[src/rtl/mul_pkg.sv]
// Shared multiplier constants and accumulator FSM states.
package mul_pkg;

  localparam int MUL_OP_W    = 16;
  localparam int MUL_PROD_W  = 32;
  localparam int MUL_LATENCY = 2;

  typedef enum logic [1:0] {
    ACCUM = 2'd0,
    DRAIN = 2'd1,
    HOLD  = 2'd2
  } state_e;

  function automatic int acc_min_w(input int vec_len);
    return MUL_PROD_W + $clog2(vec_len);
  endfunction

endpackage

[src/rtl/mul_reg_top.sv]
// Registered 16x16 unsigned multiplier.
// Operands sampled every edge; product appears two edges later.
module mul_reg_top
  import mul_pkg::*;
(
  input  logic                  clk,
  input  logic                  rst_n,
  input  logic [MUL_OP_W-1:0]   a_i,
  input  logic [MUL_OP_W-1:0]   b_i,
  output logic [MUL_PROD_W-1:0] p_o
);

  logic [MUL_OP_W-1:0]   a_q;
  logic [MUL_OP_W-1:0]   b_q;
  logic [MUL_PROD_W-1:0] p_q;

  always_ff @(posedge clk or negedge rst_n) begin
    if (!rst_n) begin
      a_q <= '0;
      b_q <= '0;
      p_q <= '0;
    end else begin
      a_q <= a_i;
      b_q <= b_i;
      p_q <= MUL_PROD_W'(a_q) * MUL_PROD_W'(b_q);
    end
  end

  assign p_o = p_q;

endmodule

[src/rtl/mul_dot_acc.sv]
// Dot-product accumulator: sums VEC_LEN products from mul_reg_top
// and holds each result on a valid/ready output until consumed.
module mul_dot_acc
  import mul_pkg::*;
#(
  parameter int VEC_LEN = 8,
  parameter int ACC_W   = 40
) (
  input  logic                clk,
  input  logic                rst_n,
  input  logic                in_valid,
  output logic                in_ready,
  input  logic [MUL_OP_W-1:0] in_a,
  input  logic [MUL_OP_W-1:0] in_b,
  output logic                out_valid,
  input  logic                out_ready,
  output logic [ACC_W-1:0]    out_sum
);

  if (VEC_LEN < 2 || VEC_LEN > 256) begin : g_bad_len
    $error("mul_dot_acc: VEC_LEN must be in 2..256");
  end
  if (ACC_W < acc_min_w(VEC_LEN)) begin : g_bad_w
    $error("mul_dot_acc: ACC_W too narrow for VEC_LEN products");
  end

  localparam int CNT_W = $clog2(VEC_LEN + 1);
  localparam int VP    = MUL_LATENCY - 1;
  localparam logic [CNT_W-1:0] CNT_MAX  = CNT_W'(VEC_LEN);
  localparam logic [CNT_W-1:0] CNT_LAST = CNT_W'(VEC_LEN - 1);

  state_e                 state_q;
  logic [CNT_W-1:0]       cnt_q;
  logic [MUL_LATENCY-1:0] vld_q;
  logic [ACC_W-1:0]       acc_q;
  logic [ACC_W-1:0]       acc_d;
  logic                   out_valid_q;
  logic [ACC_W-1:0]       out_sum_q;
  logic [MUL_PROD_W-1:0]  prod;

  logic accept;
  logic out_hs;
  logic drain_done;

  mul_reg_top u_mul (
    .clk   (clk),
    .rst_n (rst_n),
    .a_i   (in_a),
    .b_i   (in_b),
    .p_o   (prod)
  );

  assign in_ready   = (state_q == ACCUM) && (cnt_q < CNT_MAX);
  assign accept     = in_valid && in_ready;
  assign out_hs     = out_valid_q && out_ready;
  // Last product lands when only the oldest pipe slot is occupied.
  assign drain_done = vld_q[VP] && !(|vld_q[VP-1:0]);

  always_comb begin
    acc_d = acc_q;
    if (out_hs) begin
      acc_d = '0;
    end else if (vld_q[VP]) begin
      acc_d = acc_q + ACC_W'(prod);
    end
  end

  always_ff @(posedge clk or negedge rst_n) begin
    if (!rst_n) begin
      state_q     <= ACCUM;
      cnt_q       <= '0;
      vld_q       <= '0;
      acc_q       <= '0;
      out_valid_q <= 1'b0;
      out_sum_q   <= '0;
    end else begin
      vld_q <= {vld_q[VP-1:0], accept};
      acc_q <= acc_d;
      unique case (1'b1)
        state_q == ACCUM: begin
          if (accept) begin
            cnt_q <= cnt_q + CNT_W'(1);
            if (cnt_q == CNT_LAST) begin
              state_q <= DRAIN;
            end
          end
        end
        state_q == DRAIN: begin
          if (drain_done) begin
            state_q     <= HOLD;
            out_valid_q <= 1'b1;
            out_sum_q   <= acc_d;
          end
        end
        state_q == HOLD: begin
          if (out_hs) begin
            state_q     <= ACCUM;
            cnt_q       <= '0;
            out_valid_q <= 1'b0;
            out_sum_q   <= '0;
          end
        end
        default: state_q <= ACCUM;
      endcase
    end
  end

  assign out_valid = out_valid_q;
  assign out_sum   = out_sum_q;

endmodule

[config.mk]
export PLATFORM = sky130hd
export DESIGN_NAME = mul_dot_acc
export DESIGN_NICKNAME = d
export VERILOG_FILES = /design/src/rtl/mul_pkg.sv /design/src/rtl/mul_reg_top.sv /design/src/rtl/mul_dot_acc.sv
export SDC_FILE = /design/constraint.sdc
export NUM_CORES = 1
export LEC_CHECK = 0
export BUFFER_PORTS_ARGS = -buffer_cell sky130_fd_sc_hd__buf_2
export CORE_UTILIZATION = 64
export DETAILED_ROUTE_END_ITERATION = 16
export PLACE_DENSITY = 0.83
export SLEW_MARGIN = 20
export SYNTH_ARGS = -nofsm -noshare
export SYNTH_HDL_FRONTEND = slang
export SYNTH_SLANG_ARGS = --single-unit
export TNS_END_PERCENT = 50
[constraint.sdc]
create_clock -name clk -period 7.13 [get_ports clk]
set_input_delay 1.426 -clock clk [delete_from_list [all_inputs] [get_ports clk]]
set_output_delay 1.426 -clock clk [all_outputs]
set_load 0.01 [all_outputs]
# Yosys cells after proc, flatten, opt, wreduce, memory -nomap -nowiden
# Cells that the tools add are included.
totals:
  input_bits: 36
  word_cells: 47
  output_inout_bits: 42
  regBits: 153
classes:
  muxes: 16
  reduce_logical: 11
  magnitude_cmp: 1
  add_sub_neg: 2
  multipliers: 1
  eq_ne: 7
ops:
  columns: ["op", "n"]
  rows:
  - ["two-way mux 40 bit", 4]
  - ["case mux 40 bit (2 select lines)", 1]
  - ["adder 40 x 32 -> 40 bit", 1]
  - ["multiplier 16 x 16 -> 32 bit", 1]
  - ["two-way mux 2 bit", 4]
  - ["two-way mux 4 bit", 2]
  - ["case mux 4 bit (2 select lines)", 1]
  - ["!= test 2 bit (second input constant)", 3]
  - ["case mux 2 bit (3 select lines)", 1]
  - ["AND reduction 3 bit", 2]
  - ["adder 4 x 1 -> 4 bit (second input constant)", 1]
  - ["== test 4 x 3 -> 1 bit (second input constant)", 1]
  - ["logical AND 1 bit", 4]
  - ["< comparator 4 bit (second input constant)", 1]
  - ["AND reduction 4 bit", 1]
  - ["nonzero test 2 bit", 2]
  - ["== test 2 x 1 -> 1 bit (second input constant)", 1]
  - ["== test 2 bit (second input constant)", 1]
  - ["zero test 2 bit", 1]
  - ["two-way mux 1 bit", 2]
  - ["!= test 2 x 1 -> 1 bit (second input constant)", 1]
  - ["case mux 1 bit (2 select lines)", 1]
  - ["zero test 1 bit", 1]

# Depth between registers and ports, before layout
# Gate-level depths: netlist (run 1).
depth:
  word_depth: 5
  mapped_depth: 24
  depth_no_buf: 23

# Modules after synthesis
# From an unflattened synthesis (run 1), not the netlist that was laid out.
unflattened:
  hier_cells: 1696
  hier_area_um2: 16070.4
by_module_without_submodules:
  columns: ["module", "area_each_um2", "seq_area_each_um2", "n_inst", "cells_per_inst"]
  rows:
  - ["mul_reg_top", 10347.4, 1601.5, 1, 1069]
  - ["mul_dot_acc", 5723.0, 2227.1, 1, 627]

# Worst setup path before layout (run 1)
# Ideal clock, no wire load.
synth_path:
  path_type: "reg2reg"
  start: "register u_mul.b_q[1]"
  end: "register u_mul.p_q[28] (netlist: u_mul.p_o[28])"
  stages_incl_launch_ff: 24
  path_slack_ps: 1118
  t_arrival_ps: 5888
  t_required_ps: 7006
  period_less_slack_ps: 6012
  setup_time_ps: 124
  n_path_buf: 1
  cell_sequence: "dfrtp_1 > clkbuf_1 > nand2_1 > fa_1 > fa_1 > inv_1 > fa_1 > inv_1 > fa_1 > inv_1 > fa_1 > inv_1 > fa_1 > inv_1 > ha_1 > a21oi_1 > o21ai_0 > a221oi_1 > nand2_1 > o21ai_0 > a31oi_1 > a21boi_0 > nor3_1 > a211o_1"
synth_via:
  elab_chain_cells: 1
synth_rtl:
  columns: ["element", "line_no", "rtl"]
  rows:
  - ["from (decl)", "mul_reg_top.sv:14", "logic [MUL_OP_W-1:0] b_q;"]
  - ["from (signal assigned)", "mul_reg_top.sv:24", "b_q <= b_i;"]
  - ["multiplier 16 x 16 -> 32 bit", "mul_reg_top.sv:25", "p_q <= MUL_PROD_W'(a_q) * MUL_PROD_W'(b_q);"]
  - ["to (signal assigned)", "mul_reg_top.sv:25", null]
  - ["to (decl)", "mul_reg_top.sv:15", "logic [MUL_PROD_W-1:0] p_q;"]
# Every way passes these cells.
# A chain may end at the register's enable or synchronous reset.

# Final worst setup path (run 1)
layout_path:
  start: "register u_mul.b_q[7]"
  end: "register u_mul.p_q[28] (netlist: u_mul.p_o[28])"
# Same word-level chain as after synthesis.

==> metrics.csv, run 1 <==
metric,value,unit
worst_slew_pin_slew,0.803,ns
power_density,420,mW/mm²
io_buffers,77,
die_x,157,µm
ys.flop_type,dfrtp_1,
clk_latency,0.44,ns
ys_ff_latch,153,
grt_use_total,30.0,%
layout.nets,2020,
report.power.total,6.99,mW
whs,0.478,ns
firstDrtPassIters,5,
synth_edf_count,0,
syn-num-nets,1975,
cts_resized,0,
syn_area,0.0153,mm²
switching_share,47.5,%
tritoncts,done,
cts-root-buf,clkbuf_16,
wl_met2,16.7,mm
fin_util,70.8,%
vias,11453,
synth_top_area_share,25.5,%
die_h,157,µm
p_leak,8.49,nW
htreeDepth,4,
routedLengthMet1,14.4,mm
area_growth,8.60,%
cp_common_cell,fa_1,
synthTopCellsByArea,"fa_1, dfrtp_1, ha_1",
grt_max_degree,83,
crit_path_end_kind,flop,
finalSetupViolations,0,
p_sw,3.31,mW
fin_area,0.0166,mm²
start_util,65.2,%
intPower,3.67,mW
diodes,0,
hold_buffers,0,
wirelength,34.7,mm
placed_area,0.0160,mm²
avgSynthCellArea,9.53,µm²
setup.worst_path.start_class,flop,
drc,0,
fin_crit,6.72,ns
path_clk_slew,0.07,ns
max-cap-violations,0,
ioPinCount,78,
viasPerCell,5.77,
finalClockSkew,0.0184,ns
hold_viol_final,0,
postSynth.asyncResetShare,100,%
crit_required,7.44,ns
drtIter0Drc,766,
crit_chain,nand2_1 > fa_1 > inv_1 > fa_1 > inv_1 > fa_1 > inv_1 > fa_1 > fa_1 > inv_1 > fa_1 > inv_1 > ha_1 > nand3_1 > nor2_1 > nand4_1 > nor3_1 > o21ai_0 > a31oi_1 > a21boi_0 > a211o_1,
antenna_found_initial,0,
combPwrFrac,70.0,%
hpwlAfterDp,25.9,mm
pwr-share-clk,13.9,%
crit_arrival,7.04,ns
place_congestion,0.938,
pre_cts_ws,0.552,ns
crit_type,reg2reg,
cp_slowest_stage_delay,0.77,ns
setup_tns,0,ns
ys_top_cells_by_count,"inv_1, fa_1, nand2_1",
yosys_warnings,0,
grt_pass1_vias,11894,
ys_seq_area_share,25.0,%
fmax,149,MHz
cts.sinks,153,
place_inst,1951,
crit_slowest_cell,dfrtp_1,
period_share,94.3,%
synthCells,1607,
wl_met3,2.57,mm
slew_viol_final,0,
crit_family,adder cells,
hold_class,reg2reg,
drive_above_1_share,8.17,%
clock_path_buffers,2,
cts_made_buffers,17,
synth.distinct_cells,59,
wl_per_cell,17.5,µm
postCtsSetupRepairBufs,0,
top_layer,met4,
worst_slack,0.406,ns
grt_pass1_wl,57.2,mm
sequentialPowerShare,16.1,%
yosysTopAreaCell,fa_1,
status,"finished, final reports clean",
yosysMostFrequentCell,inv_1,
cp_max_fo,16,
rsz0062_at_grt,false,
slew-limit-headroom,45.1,%
grt_overflow,0,
ant_nets,0,
crit_buf_inv,5,
final_cells,1984,
core,0.0235,mm²
std_cell_rows,56,
dieArea,0.0245,mm²
max-vdd-ir-drop,341,µV
==> tightest hold or removal path, cell delays in order, from the launching register on <==
cell,delay [ns]
dfrtp_1,0.34
nand2_1,0.05
o21ai_1,0.06
==> metal layers <==
| layer | GRT usage (%) | up-vias |
|---|---|---|
| met1 | 39.0 | 5605 |
| li1 | - | 5233 |
| met2 | 49.9 | 517 |
| met3 | 5.48 | 98 |
| met5 | 0 | - |
| met4 | 12.3 | 0 |
==> cell type report <==
cell class,count,area [µm²]
Fill cell,1662,6850
Inverter,247,927
Tap cell,319,399
Timing Repair Buffer,87,490
Multi-Input combinational cell,1146,10300
Clock buffer,19,453
Clock inverter,13,179
Sequential cell,153,3830
==> kinds of logic (layout without fill, tap and decap cells) <==
group	Yosys count	count (layout)	share of synthesized area, %
AOI/OAI and AO/OA	255	255	10.9
xor gates and xnor gates	63	63	3.60
adders and majority gates	332	332	36.7
buffers and inverters	308	366	7.57
DFF	153	153	25.0
muxes	20	20	1.31
and+or+nand+nor	476	476	14.9
==> state kept, by name, summed over array words and instances, names as in the netlist, 2 cells and up <==
register and cells:
cnt_q 4, u_mul.p_o 32, acc_q 40, vld_q 2
out_sum 40, state_q 2, u_mul.b_q 16, u_mul.a_q 16
==> path summary, 6_finish.rpt <==
check,slack (ns),endpoint,startpoint,cells past startpoint
max in group asynchronous,4.98,u_mul.a_q[11],rst_n,2
worst min-delay path,0.48,out_sum[37],out_sum[37],2
worst min register to register,0.48,out_sum[37],out_sum[37],2
worst max-delay path,0.41,u_mul.p_o[28],u_mul.b_q[7],21
min in group asynchronous,0.98,out_sum[38],rst_n,1
worst max register to register,0.41,u_mul.p_o[28],u_mul.b_q[7],21
==> cells in the final DEF, fill, tap and decap left out, types with 20 or more instances in the layout <==
cell type  instances
o21ai_0           58
fa_1             195
ha_1             137
a21oi_1           74
xor2_1            21
inv_1            247
nand2_1          194
buf_2             76
a21o_1            25
dfrtp_1          153
mux2i_1           20
xnor2_1           42
and2_1           130
nor2_1            77
==> power groups by stage <==
stage	clock, mW	combinational (mW)	sequential, mW
after global routing	1.02	5.52	1.13
after global placement	0	4.52	1.13
after floorplan	0	3.77	1.09
after CTS	0.982	4.86	1.12
final	0.974	4.89	1.12
after detailed placement	0	4.76	1.14
No activity file was read; power rests on OpenSTA's default activity.
==> run 2, diff against run 1 <==
--- a/config.mk
+++ b/config.mk
@@ -6,11 +6,13 @@
 export NUM_CORES = 1
 export LEC_CHECK = 0
 export BUFFER_PORTS_ARGS = -buffer_cell sky130_fd_sc_hd__buf_2
+export CORE_ASPECT_RATIO = 0.75
 export CORE_UTILIZATION = 64
 export DETAILED_ROUTE_END_ITERATION = 16
 export PLACE_DENSITY = 0.83
 export SLEW_MARGIN = 20
 export SYNTH_ARGS = -nofsm -noshare
 export SYNTH_HDL_FRONTEND = slang
+export SYNTH_HIERARCHICAL = 1
 export SYNTH_SLANG_ARGS = --single-unit
 export TNS_END_PERCENT = 50
==> run 2 against run 1 <==
  * Worst setup slack gained 0.50 ns
  * Utilization up 0.26 points
  * Maximum frequency increased by 8.0%
  * Largest cell class unchanged
==> metrics.csv, run 2 <==
metric,value,unit,change
syn-num-nets,2064,,was 1975
rsz0062_at_grt,false,,unchanged
std_cell_rows,49,,was 56
period_share,87.3,%,was 94.3%
synthCells,1696,,was 1607
ys_ff_latch,153,,unchanged
dieArea,0.0258,mm²,was 0.0245 mm²
wl_per_cell,18.3,µm,was 17.5 µm
final_common_cell,inv_1,,unchanged
synth_edf_count,0,,unchanged
ys.flop_type,dfrtp_1,,unchanged
diodes,0,,unchanged
postCtsSetupRepairBufs,0,,unchanged
hpwlAfterDp,29.0,mm,was 25.9 mm
worst_slack,0.905,ns,was 0.406 ns
gr-usage-met2,48.6,%,was 49.9%
syn_area,0.0161,mm²,was 0.0153 mm²
crit_slowest_cell,dfrtp_1,,unchanged
synth_top_area_share,24.3,%,was 25.5%
crit_chain,nand2_1 > fa_1 > inv_1 > fa_1 > inv_1 > fa_1 > inv_1 > fa_1 > fa_1 > inv_1 > fa_1 > inv_1 > ha_1 > a21oi_1 > o21ai_0 > a211oi_1 > o21bai_1 > a221oi_2 > o31ai_1 > xor2_1,,was nand2_1 > fa_1 > inv_1 > fa_1 > inv_1 > fa_1 > inv_1 > fa_1 > fa_1 > inv_1 > fa_1 > inv_1 > ha_1 > nand3_1 > nor2_1 > nand4_1 > nor3_1 > o21ai_0 > a31oi_1 > a21boi_0 > a211o_1
die_h,139,µm,was 157 µm
layout.nets,2092,,was 2020
crit_buf_inv,5,,unchanged
postSynth.asyncResetShare,100,%,unchanged
wirelength,37.9,mm,was 34.7 mm
area_growth,7.40,%,was 8.60%
grt_pass1_vias,12709,,was 11.9k
cp_common_cell,fa_1,,unchanged
hold_class,reg2reg,,unchanged
drc,0,,unchanged
drtIter0Drc,999,,was 766
yosys_warnings,6,,was 0
start_util,66.2,%,was 65.2%
ioPinCount,78,,unchanged
pre_cts_ws,0.955,ns,was 0.552 ns
p_leak,8.70,nW,was 8.49 nW
fin_crit,6.22,ns,was 6.72 ns
grt_util_met3,6.52,%,was 5.48%
firstDrtPassIters,5,,unchanged
crit_required,7.44,ns,about the same
setup.worst_path.start_class,flop,,unchanged
ant_nets,0,,unchanged
crit_family,adder cells,,unchanged
grt_max_degree,78,,was 83
final_cell_mix,"inv_1, nand2_1, fa_1",,"was inv_1, fa_1, nand2_1"
avgSynthCellArea,9.48,µm²,was 9.53 µm²
status,"finished, final reports clean",,unchanged
synth.distinct_cells,92,,was 59
core,0.0243,mm²,was 0.0235 mm²
cts-root-buf,clkbuf_16,,unchanged
cp_max_fo,16,,unchanged
slew_viol_final,0,,unchanged
grt_most_used_layer,met2,,unchanged
cts_made_buffers,17,,unchanged
clock_path_buffers,2,,unchanged
synthTopCellsByArea,"fa_1, dfrtp_1, ha_1",,unchanged
drive_above_1_share,9.39,%,was 8.17%
htreeDepth,4,,unchanged
hold_viol_final,0,,unchanged
slew-limit-headroom,34.9,%,was 45.1%
grt_pass1_wl,63.3,mm,was 57.2 mm
cts_resized,0,,unchanged
crit_arrival,6.53,ns,was 7.04 ns
r2r_slack,0.91,ns,was 0.41 ns
antenna_found_initial,0,,unchanged
clk_latency,0.44,ns,about the same
cts.sinks,153,,unchanged
worst_slew_pin_slew,0.976,ns,was 0.803 ns
ys_seq_area_share,23.8,%,was 25.0%
crit_type,reg2reg,,unchanged
ys_top_cells_by_count,"inv_1, nand2_1, fa_1",,"was inv_1, fa_1, nand2_1"
max-vdd-ir-drop,770,µV,was 341 µV
place_congestion,0.918,,was 0.938
finalSetupViolations,0,,unchanged
grt_use_total,31.4,%,was 30.0%
cp_slowest_stage_delay,0.70,ns,was 0.77 ns
setup_tns,0,ns,unchanged
yosysTopAreaCell,fa_1,,unchanged
tritoncts,done,,unchanged
path_clk_slew,0.06,ns,was 0.07 ns
vias,12267,,was 11.5k
hold_buffers,0,,unchanged
viasPerCell,5.93,,was 5.77
power_density,485,mW/mm²,was 420 mW/mm²
io_buffers,77,,unchanged
finalClockSkew,0.0126,ns,was 0.0184 ns
fmax,161,MHz,was 149 MHz
max-cap-violations,0,,unchanged
crit_path_end_kind,flop,,unchanged
die_x,185,µm,was 157 µm
grt_overflow,0,,unchanged
yosysMostFrequentCell,inv_1,,unchanged
grt_util_met1,45.0,%,was 39.0%
[run 2: power breakdown]
part	leakage, nW	internal, mW	switching [mW]
Sequential	1.97	1.09	0.119
Combinational	6.42	2.55	3.61
Clock	0.308	0.605	0.386
[run 2: routing by layer]
metal | part of all wire (%) | vias to the layer above
met1 | 44 | 6175
met3 | 7.3 | 58
li1 | - | 5580
met5 | 0 | -
met2 | 47 | 454
met4 | 1.8 | 0
[run 2: area by class of cell]
cell class	instances	area (µm²)
Fill cell	1847	7020
Multi-Input combinational cell	1221	11000
Clock buffer	21	460
Clock inverter	10	165
Inverter	247	927
Tap cell	331	414
Timing Repair Buffer	84	464
Sequential cell	153	3830
[run 2: final timing paths]
kind                               from             to  cells after the start
max                        u_mul/b_q[7]  u_mul/p_o[30]                     20
min                            vld_q[0]       vld_q[1]                      0
max reg2reg                u_mul/b_q[7]  u_mul/p_o[30]                     20
min reg2reg                    vld_q[0]       vld_q[1]                      0
max in group asynchronous         rst_n      acc_q[10]                      2
min in group asynchronous         rst_n    out_sum[26]                      1
[run 2: per-stage QoR]
| stage | total power, mW | instances | instance area (µm²) | hold slack (ns) | util (%) |
|---|---|---|---|---|---|
| after CTS | 8.37 | 2066 | 17200 | 0.380 | 71.0 |
| after global placement | 7.06 | 2035 | 16600 | 0.351 | 68.4 |
| after detailed placement | 7.28 | 2035 | 16600 | 0.363 | 68.4 |
| final | 8.36 | 2067 | 17300 | 0.384 | 71.1 |
| after global routing | 9.17 | 2067 | 17300 | 0.407 | 71.1 |
| after floorplan | 6.05 | 1696 | 16100 | 0.346 | - |
[run 2: cell families after synthesis]
logic type / after synthesis / synth area share [%]
compound gates: 292 / 13.0
xor+xnor: 57 / 3.11
fa+ha+maj: 332 / 35.0
buf+inv: 322 / 7.86
flops: 153 / 23.8
mux: 20 / 1.25
simple gates: 520 / 16.0
[run 2: worst reg2reg max path, delay by kind of cell (launching register included)]
| kind | cells | cell delay [ns] |
|---|---|---|
| buffers and inverters | 5 | 0.25 |
| DFF | 1 | 0.70 |
| AOI/OAI and AO/OA | 6 | 1.49 |
| and+or+nand+nor | 1 | 0.18 |
| adders and majority gates | 7 | 3.31 |
| xor gates and xnor gates | 1 | 0.17 |
==> run 3, diff against run 2 <==
--- a/config.mk
+++ b/config.mk
@@ -6,6 +6,7 @@
 export NUM_CORES = 1
 export LEC_CHECK = 0
 export BUFFER_PORTS_ARGS = -buffer_cell sky130_fd_sc_hd__buf_2
+export CAP_MARGIN = 5
 export CORE_ASPECT_RATIO = 0.75
 export CORE_UTILIZATION = 64
 export DETAILED_ROUTE_END_ITERATION = 16
==> constraint.sdc (replaced) <==
create_clock -name clk -period 7.13 [get_ports clk]
set_input_delay 0.3565 -clock clk [delete_from_list [all_inputs] [get_ports clk]]
set_output_delay 0.3565 -clock clk [all_outputs]
set_load 0.01 [all_outputs]
==> run 3 against run 2 <==
  * Via count down 0.24%
  * Critical path depth unchanged
  * Sequential share of layout area about the same
  * First-iteration DRC count up 0.80%
  * Maximum frequency down 1.1%
  * Largest cell class unchanged
  * Design area down 0.10%
  * Utilization down 0.072 points
  * Clock skew up 0.0047 ns
  * Power down 0.10%
  * Sequential power about the same
==> metrics.csv, run 3 (synthesis results as in run 2) <==
metric,value,unit,change
crit_path_end_kind,flop,,unchanged
multi_input_area,0.0110,mm²,unchanged
crit_required,7.43,ns,was 7.44 ns
cp_max_fo,16,,unchanged
firstDrtPassIters,6,,was 5
grt_use_total,31.2,%,was 31.4%
combPwrFrac,73.7,%,about the same
viasPerCell,5.91,,was 5.93
tritoncts,done,,unchanged
cp_common_cell,fa_1,,unchanged
fin_util,71.0,%,was 71.1%
crit_buf_inv,5,,unchanged
die_h,139,µm,unchanged
rsz0062_at_grt,false,,unchanged
setup.worst_path.start_class,flop,,unchanged
wirelength,37.4,mm,was 37.9 mm
crit_arrival,6.60,ns,was 6.53 ns
cts_made_buffers,17,,unchanged
drtIter0Drc,1007,,was 999
max-cap-violations,0,,unchanged
final_cell_mix,"inv_1, nand2_1, fa_1",,unchanged
intPower,4.22,mW,was 4.25 mW
crit_type,reg2reg,,unchanged
status,"finished, final reports clean",,unchanged
clock_path_buffers,2,,unchanged
p_sw,4.13,mW,was 4.11 mW
layout.nets,2093,,was 2092
max-vdd-ir-drop,693,µV,was 770 µV
grt_max_degree,78,,unchanged
antenna_found_initial,0,,unchanged
finalClockSkew,0.0174,ns,was 0.0126 ns
grt_overflow,0,,unchanged
wl_per_cell,18.1,µm,was 18.3 µm
report.power.total,8.35,mW,was 8.36 mW
path_clk_slew,0.07,ns,was 0.06 ns
grt_pass1_wl,62.9,mm,was 63.3 mm
cts.sinks,153,,unchanged
fmax,159,MHz,was 161 MHz
drive_above_1_share,9.49,%,was 9.39%
core,0.0243,mm²,unchanged
postCtsSetupRepairBufs,0,,unchanged
drc,0,,unchanged
slew_viol_final,0,,unchanged
power_density,484,mW/mm²,was 485 mW/mm²
clk_latency,0.44,ns,about the same
hold_viol_final,0,,unchanged
place_congestion,0.918,,unchanged
setup_tns,0,ns,unchanged
diodes,0,,unchanged
period_share,88.2,%,was 87.3%
crit_chain,nand2_1 > fa_1 > inv_1 > fa_1 > inv_1 > fa_1 > inv_1 > fa_1 > fa_1 > inv_1 > fa_1 > inv_1 > ha_1 > a21oi_1 > o21ai_0 > a211oi_1 > o21bai_1 > a221oi_2 > o21ai_1 > xor2_1,,was nand2_1 > fa_1 > inv_1 > fa_1 > inv_1 > fa_1 > inv_1 > fa_1 > fa_1 > inv_1 > fa_1 > inv_1 > ha_1 > a21oi_1 > o21ai_0 > a211oi_1 > o21bai_1 > a221oi_2 > o31ai_1 > xor2_1
crit_family,adder cells,,unchanged
fill_cells,1864,,was 1847
final_common_cell,inv_1,,unchanged
cts-root-buf,clkbuf_16,,unchanged
crit_slowest_cell,dfrtp_1,,unchanged
sequentialPowerShare,14.5,%,about the same
finalSetupViolations,0,,unchanged
ant_nets,0,,unchanged
r2r_slack,0.84,ns,was 0.91 ns
worst_slew_pin_slew,0.966,ns,was 0.976 ns
hpwlAfterDp,28.7,mm,was 29.0 mm
seq_area,0.00383,mm²,unchanged
std_cell_rows,49,,unchanged
start_util,66.2,%,unchanged
grt_pass1_vias,12541,,was 12.7k
htreeDepth,4,,unchanged
area_growth,7.29,%,was 7.40%
p_leak,8.68,nW,was 8.70 nW
switching_share,49.5,%,was 49.2%
vias,12238,,was 12.3k
fin_crit,6.29,ns,was 6.22 ns
io_buffers,77,,unchanged
ioPinCount,78,,unchanged
cp_slowest_stage_delay,0.70,ns,about the same
whs,0.0187,ns,was 0.384 ns
pwr-share-clk,11.8,%,was 11.9%
hold_class,in2reg,,was reg2reg
dieArea,0.0258,mm²,unchanged
slew-limit-headroom,35.6,%,was 34.9%
die_x,185,µm,unchanged
[run 3: final cells by class]
| cell class | instances | share of cell area, % |
|---|---|---|
| clock buffer | 20 | 2.65 |
| multi-input combinational | 1221 | 63.8 |
| sequential | 153 | 22.2 |
| inverter | 247 | 5.38 |
| clock inverter | 12 | 0.936 |
| tap | 331 | 2.40 |
| timing repair buffer | 85 | 2.63 |
[run 3: power groups by stage]
stage                     combinational [mW]  clock, mW  sequential (mW)
after global routing                    6.87       1.03             1.22
after detailed placement                6.06          0             1.22
after CTS                               6.13      0.994             1.21
after global placement                  5.84          0             1.22
after floorplan                         4.87          0             1.18
final                                   6.16      0.984             1.21
[run 3: what timing repair did]
item | 4_1_cts | 5_1_grt
gates resized for setup | 0 | 0
hold buffers | 1 | 0
endpoints found under the hold margin | 36 | 0
[run 3: worst paths after layout]
kind,startpoint,endpoint,depth (start not counted)
min reg2reg,vld_q[0],vld_q[1],0
min in group asynchronous,rst_n,out_sum[26],2
min,in_a[15],u_mul/a_q[15],1
max in group asynchronous,rst_n,acc_q[3],3
max,u_mul/b_q[7],u_mul/p_o[26],20
max reg2reg,u_mul/b_q[7],u_mul/p_o[26],20
[run 3: metal layers]
metal / share of wire, % / vias up / GRT usage (%)
met1: 43 / 6062 / 44.7
met2: 47 / 529 / 48.6
met4: 1.9 / 0 / 8.00
met3: 8.0 / 65 / 6.46
li1: - / 5582 / -
met5: 0 / - / 0
[run 3: per-stage QoR]
stage	cell area, µm²	instances	setup WS [ns]
2_1_floorplan	16100	1696	1.49
5_1_grt	17200	2069	0.523
4_1_cts	17200	2069	0.921
3_3_place_gp	16600	2036	1.17
3_5_place_dp	16600	2036	0.942
6_report	17200	2069	0.839
